===== src/rtl/module_bus_controller_pkg.sv =====
// rtl/module_bus_controller_pkg.sv - shared constants and state type for the module bus controller
//
// Purpose : Constants and the controller state enumeration, imported by the
//           controller top and its timeout timer.
// Contents: BUS_ADDR_W, NUM_MODULES, DEF_DATA_W, DEF_TIMEOUT_CYC, TIMER_W,
//           bus_state_e (ST_IDLE / ST_ACCESS / ST_RESP).
package module_bus_controller_pkg;

    localparam int BUS_ADDR_W      = 3;
    localparam int NUM_MODULES     = 8;
    localparam int DEF_DATA_W      = 16;
    localparam int DEF_TIMEOUT_CYC = 15;
    localparam int TIMER_W         = 8;

    typedef enum logic [1:0] {
        ST_IDLE   = 2'd0,
        ST_ACCESS = 2'd1,
        ST_RESP   = 2'd2
    } bus_state_e;

endpackage


===== src/rtl/module_bus_controller_bus_timeout_timer.sv =====
// rtl/module_bus_controller_bus_timeout_timer.sv - strobe timeout counter with expiry compare
//
// Purpose : Counts strobe cycles without ACK; flags expiry on the last allowed cycle.
// Ports   : i_clk, i_rst_n   clock, async active-low reset
//           i_clear          zero the counter (request accepted)
//           i_enable         count this cycle (strobe high, no ACK)
//           o_expired        combinational: enabled and counter at TIMEOUT_CYC-1
import module_bus_controller_pkg::*;

module bus_timeout_timer #(
    parameter int TIMEOUT_CYC = DEF_TIMEOUT_CYC
) (
    input  logic i_clk,
    input  logic i_rst_n,
    input  logic i_clear,
    input  logic i_enable,
    output logic o_expired
);

    localparam logic [TIMER_W-1:0] LAST_CNT = TIMER_W'(TIMEOUT_CYC - 1);

    logic [TIMER_W-1:0] r_count;

    // Expiry is gated by enable, so an ACK (which drops enable) always wins
    // over a timeout landing on the same cycle.
    assign o_expired = i_enable && (r_count == LAST_CNT);

    always_ff @(posedge i_clk or negedge i_rst_n) begin
        if (!i_rst_n) begin
            r_count <= '0;
        end else if (i_clear) begin
            r_count <= '0;
        end else if (i_enable && !o_expired) begin
            r_count <= r_count + 1'b1;
        end
    end

endmodule


===== src/rtl/module_bus_controller.sv =====
// rtl/module_bus_controller.sv - single-master transaction controller for the 8-slot module bus
//
// Purpose : Accepts one request at a time, strobes the addressed module, waits
//           for ACK or timeout, and returns read data or an error response.
// Ports   : i_clk, i_rst_n                                  clock, async active-low reset
//           i_req_valid/o_req_ready, i_req_addr/write/wdata request channel
//           o_rsp_valid/i_rsp_ready, o_rsp_rdata/err        response channel
//           o_bus_addr/stb/we/wdata, i_bus_rdata/ack        module bus (to decoder)
import module_bus_controller_pkg::*;

module module_bus_controller #(
    parameter int DATA_W      = DEF_DATA_W,
    parameter int TIMEOUT_CYC = DEF_TIMEOUT_CYC
) (
    input  logic                  i_clk,
    input  logic                  i_rst_n,
    input  logic                  i_req_valid,
    output logic                  o_req_ready,
    input  logic [BUS_ADDR_W-1:0] i_req_addr,
    input  logic                  i_req_write,
    input  logic [DATA_W-1:0]     i_req_wdata,
    output logic                  o_rsp_valid,
    input  logic                  i_rsp_ready,
    output logic [DATA_W-1:0]     o_rsp_rdata,
    output logic                  o_rsp_err,
    output logic [BUS_ADDR_W-1:0] o_bus_addr,
    output logic                  o_bus_stb,
    output logic                  o_bus_we,
    output logic [DATA_W-1:0]     o_bus_wdata,
    input  logic [DATA_W-1:0]     i_bus_rdata,
    input  logic                  i_bus_ack
);

    bus_state_e            r_state,     w_state_nxt;
    logic [BUS_ADDR_W-1:0] r_bus_addr,  w_bus_addr_nxt;
    logic                  r_bus_stb,   w_bus_stb_nxt;
    logic                  r_bus_we,    w_bus_we_nxt;
    logic [DATA_W-1:0]     r_bus_wdata, w_bus_wdata_nxt;
    logic                  r_rsp_valid, w_rsp_valid_nxt;
    logic [DATA_W-1:0]     r_rsp_rdata, w_rsp_rdata_nxt;
    logic                  r_rsp_err,   w_rsp_err_nxt;

    logic w_timer_clear;
    logic w_timer_en;
    logic w_expired;

    assign w_timer_en = (r_state == ST_ACCESS) && !i_bus_ack;

    bus_timeout_timer #(
        .TIMEOUT_CYC (TIMEOUT_CYC)
    ) u_timer (
        .i_clk     (i_clk),
        .i_rst_n   (i_rst_n),
        .i_clear   (w_timer_clear),
        .i_enable  (w_timer_en),
        .o_expired (w_expired)
    );

    always_ff @(posedge i_clk or negedge i_rst_n) begin
        if (!i_rst_n) begin
            r_state     <= ST_IDLE;
            r_bus_addr  <= '0;
            r_bus_stb   <= 1'b0;
            r_bus_we    <= 1'b0;
            r_bus_wdata <= '0;
            r_rsp_valid <= 1'b0;
            r_rsp_rdata <= '0;
            r_rsp_err   <= 1'b0;
        end else begin
            r_state     <= w_state_nxt;
            r_bus_addr  <= w_bus_addr_nxt;
            r_bus_stb   <= w_bus_stb_nxt;
            r_bus_we    <= w_bus_we_nxt;
            r_bus_wdata <= w_bus_wdata_nxt;
            r_rsp_valid <= w_rsp_valid_nxt;
            r_rsp_rdata <= w_rsp_rdata_nxt;
            r_rsp_err   <= w_rsp_err_nxt;
        end
    end

    always_comb begin
        w_state_nxt     = r_state;
        w_bus_addr_nxt  = r_bus_addr;
        w_bus_stb_nxt   = r_bus_stb;
        w_bus_we_nxt    = r_bus_we;
        w_bus_wdata_nxt = r_bus_wdata;
        w_rsp_valid_nxt = r_rsp_valid;
        w_rsp_rdata_nxt = r_rsp_rdata;
        w_rsp_err_nxt   = r_rsp_err;
        w_timer_clear   = 1'b0;

        case (r_state)
            ST_IDLE: begin
                if (i_req_valid) begin
                    w_bus_addr_nxt  = i_req_addr;
                    w_bus_we_nxt    = i_req_write;
                    w_bus_wdata_nxt = i_req_wdata;
                    w_bus_stb_nxt   = 1'b1;
                    w_timer_clear   = 1'b1;
                    w_state_nxt     = ST_ACCESS;
                end
            end
            ST_ACCESS: begin
                if (i_bus_ack) begin
                    w_bus_stb_nxt   = 1'b0;
                    w_bus_we_nxt    = 1'b0;
                    w_rsp_valid_nxt = 1'b1;
                    w_rsp_err_nxt   = 1'b0;
                    w_rsp_rdata_nxt = r_bus_we ? '0 : i_bus_rdata;
                    w_state_nxt     = ST_RESP;
                end else if (w_expired) begin
                    w_bus_stb_nxt   = 1'b0;
                    w_bus_we_nxt    = 1'b0;
                    w_rsp_valid_nxt = 1'b1;
                    w_rsp_err_nxt   = 1'b1;
                    w_rsp_rdata_nxt = '0;
                    w_state_nxt     = ST_RESP;
                end
            end
            ST_RESP: begin
                // Returning to IDLE here (not accepting) keeps REQ_READY low on
                // the handshake cycle, giving the 3-cycle minimum turnaround.
                if (i_rsp_ready) begin
                    w_rsp_valid_nxt = 1'b0;
                    w_state_nxt     = ST_IDLE;
                end
            end
            default: begin
                w_state_nxt   = ST_IDLE;
                w_bus_stb_nxt = 1'b0;
            end
        endcase
    end

    assign o_req_ready = (r_state == ST_IDLE);
    assign o_rsp_valid = r_rsp_valid;
    assign o_rsp_rdata = r_rsp_rdata;
    assign o_rsp_err   = r_rsp_err;
    assign o_bus_addr  = r_bus_addr;
    assign o_bus_stb   = r_bus_stb;
    assign o_bus_we    = r_bus_we;
    assign o_bus_wdata = r_bus_wdata;

endmodule


===== config.mk =====
export PLATFORM = sky130hd
export DESIGN_NAME = module_bus_controller
export DESIGN_NICKNAME = d
export VERILOG_FILES = /design/src/rtl/module_bus_controller_pkg.sv /design/src/rtl/module_bus_controller_bus_timeout_timer.sv /design/src/rtl/module_bus_controller.sv
export SDC_FILE = /design/constraint.sdc
export NUM_CORES = 1
export LEC_CHECK = 0
export ABC_AREA = 1
export BUFFER_PORTS_ARGS = -buffer_cell sky130_fd_sc_hd__buf_2
export CAP_MARGIN = 40
export CORE_MARGIN = 1.5
export CORE_UTILIZATION = 47
export CTS_BUF_LIST = sky130_fd_sc_hd__clkbuf_4
export DETAILED_ROUTE_END_ITERATION = 10
export PLACE_DENSITY = 0.82
export RECOVER_POWER = 100
export SETUP_SLACK_MARGIN = 0.1
export SYNTH_ARGS = -nofsm -noshare
export SYNTH_HDL_FRONTEND = slang
export SYNTH_SLANG_ARGS = --single-unit

===== constraint.sdc =====
create_clock -name i_clk -period 1.7 [get_ports i_clk]
set_clock_uncertainty 0.15 [all_clocks]
set_input_delay 0.255 -clock i_clk [delete_from_list [all_inputs] [get_ports i_clk]]
set_output_delay 0.255 -clock i_clk [all_outputs]
set_load 0.01 [all_outputs]

==> impl_metrics.toml <==
[critical_path]
critPathTopFamily = "flip-flops"
arrival_ns = 1.23
worst-path-buf-inv = 2
cp.required_ns = 1.29
rr_worst_depth = 8
critPathMaxFanout = 4
worstSetupPathType = "flip-flop to output pin"
crit_cells = 3
r2r_slack_ns = 0.08
cp_cell_sequence = "inv_2, ha_4, buf_6"
end_kind = "output pin"
cp_slowest_cell = "dfrtp_1"
cpPeakStageDelay_ns = 0.46
cp-start-kind = "flip-flop"
regToRegStartpoint = "r_state[1]"
timing.rr.end = "r_state[0]"

[synthesis]
synth_nets = 315
synthCells = 268
synth_top_family_by_area = "simple AND/OR/NAND/NOR gates"
synth.area.top_cells = "dfrtp_1 52%, nand2_1 21%, nand4_1 6.4%"
synth_compound_area_frac = 0.02571
yosysTopAreaCell = "dfrtp_1"
yosys-top-cells-count = "130 x nand2_1, 49 x dfrtp_1, 24 x nand4_1"
synth_simple_gate_area_frac = 0.3524
synthFlopType = "dfrtp_1"
yosysWarnings = 0
postSynthAreaPerCell_sq_um = 8.716
seq_area_frac_synth = 0.5249
synth_edf_count = 0
netlist_area_sq_um = 2336
yosysMostFrequentCell = "nand2_1"
async_flop_share = 1.000
synthAdderAreaFrac = 0.03214
synth_xor_area_frac = 0.003749
synth_seq_cells = 49
synth.distinct_cells = 25
synthMuxAreaShare = 0
yosysTopAreaCellShare = 0.5249

[cells_and_area]
final_core_util = 0.7026
fin_area_sq_um = 3341
syn_to_final_growth_pct = 43.01
n_fill_cell = 380
n_antenna_cell = 0
nets = 441
instances_no_fill = 462
drive_gt1_frac = 0.2177

[sta]
period_needed_ns = 1.638
slew_violations = 0
worst_hold_slack_ns = 0.009488
rsz0062_at_grt = "yes"
finalHoldViolCount = 0
final.setup.tns_ns = 0
max_freq_ghz = 0.6106
worstMarginPinSlew_ns = 0.9966
finalCritPeriodShare = 0.9634
finalSetupViolCount = 0
fin_ws_ns = 0.06230
slew_headroom = 0.3356

[power]
leakage_nw = 1.735
finalPower_mw = 5.017
vdd_ir_drop_max_mv = 0.8060
power_density_nw_per_um2 = 1502

[placed_design]
gp_congestion = 0.7606
placed_area_sq_um = 2823
dp_hpwl_um = 3531
dp_cells = 412
io_buffers = 80
pre_cts_ws_ns = 0.1108

[routing]
postRouteAntennaNets = 0
wl_per_cell_um = 13.37
drt_iter0_markers = 122
vias = 2305
drt_wl_total_um = 6178
dr.pass1.iters = 4
viasPerCell = 4.989
drc_errors = 0

[global_route]
grt_max_degree = 33
grt_pass1_wl_um = 9246
grt_pass1_vias = 2031
grt_overflow_total = 0
antenna_found_initial = 0
grt.total_usage = 0.2213

[floorplan]
pin_count = 81
dieArea_sq_um = 5402
dieHeight_um = 73.50
rows = 25
initial_utilization = 0.4913
coreArea_sq_um = 4755
die_w_um = 73.50

[outcome]
outcome = "finished clean"

[run]
drv_cap = 0

[cts]
clockBufferDepth = 2
cts-htree-levels = 2
cts-root-buf = "clkbuf_4"
clk_latency_ns = 0.37
clock-sinks = 49
tritoncts = "done"
cts_buffers = 5
path_clk_slew_ns = 0.14

[min_path]
hold_path_class = "input port to flip-flop"
worstHoldStart = "i_req_valid"
whs_endpoint = "o_bus_stb"
hold_depth = 3
==> state kept, by name (all words and copies together) (netlist names) <==
register / flops
o_bus_we: 1
r_state: 2
o_bus_wdata: 16
o_bus_addr: 3
o_rsp_err: 1
u_timer.r_count: 8
o_bus_stb: 1
o_rsp_rdata: 16
o_rsp_valid: 1
==> worst register-to-register path, cell delays in order (launching register included) <==
cell and delay (ns):
dfrtp_1 0.43, inv_2 0.12, ha_4 0.18, nand2_4 0.07
o21bai_4 0.21, buf_6 0.14, buf_4 0.12, nand4_1 0.06
nand2_1 0.06
==> worst max-delay path by stage <==
stage | start | endpoint | slack (ns)
global route | u_timer.r_count[0] | u_timer.r_count[3] | 0.007
CTS | u_timer.r_count[0] | u_timer.r_count[5] | 0.11
floorplan | r_state[0] | u_timer.r_count[1] | 0.14
global placement | u_timer.r_count[0] | r_state[0] | 0.15
detailed placement | u_timer.r_count[0] | r_state[0] | 0.11
finish | r_state[0] | o_req_ready | 0.06
==> layout make-up <==
type / count / area, sq um / area share
clock buffer: 6 / 45.04 / 0.01348
clock inverter: 2 / 33.78 / 0.01011
inverter: 14 / 52.55 / 0.01573
multi-input combinational: 195 / 1030 / 0.3082
sequential: 49 / 1226 / 0.3670
tap: 67 / 83.83 / 0.02509
timing repair buffer: 129 / 869.6 / 0.2603
==> what timing repair did <==
action / CTS / global route
hold buffers: 34 / 1
pin swaps: 3 / 6
buffers inserted: 1 / 6
resized for setup: 4 / 20
setup endpoints to repair: 12 / 31
endpoints found under the hold margin: 50 / 1
==> layout by cell type, fill, tap and decap left out, types with 3 or more instances in the layout <==
master         synthesis  final
nand2_1              130    128
dfrtp_1               49     49
clkbuf_1               2     40
buf_2                  2     39
dlygate4sd3_1          0     35
nand4_1               24     24
inv_1                 13      9
nand3_1               12      9
buf_4                  0      8
clkbuf_4               0      6
nor2_1                 6      5
inv_2                  0      4
buf_12                 0      4
nor2_2                 1      3
nand3_2                0      3
ha_4                   0      3
ha_1                   6      3
buf_6                  2      3
==> where the power goes <==
| part | switching, mW | internal, mW | leakage, nW |
|---|---|---|---|
| clock | 0.356 | 0.322 | 0.0433 |
| combinational | 1.40 | 0.975 | 1.07 |
| sequential | 0.314 | 1.65 | 0.626 |
==> cell families after synthesis <==
group           count (synthesis)
simple gates                  182
buf+inv                        24
compound gates                  6
flops                          49
xor+xnor                        1
fa+ha+maj                       6
==> per-layer routing <==
metal	GRT usage	up-vias	routed length (um)
met5	0	-	0
met4	0.06584	0	123
met3	0.03978	14	321
met2	0.3664	81	3243
met1	0.2975	1096	2490
li1	-	1114	-
Note: power is estimated with default switching activity, not from simulation.
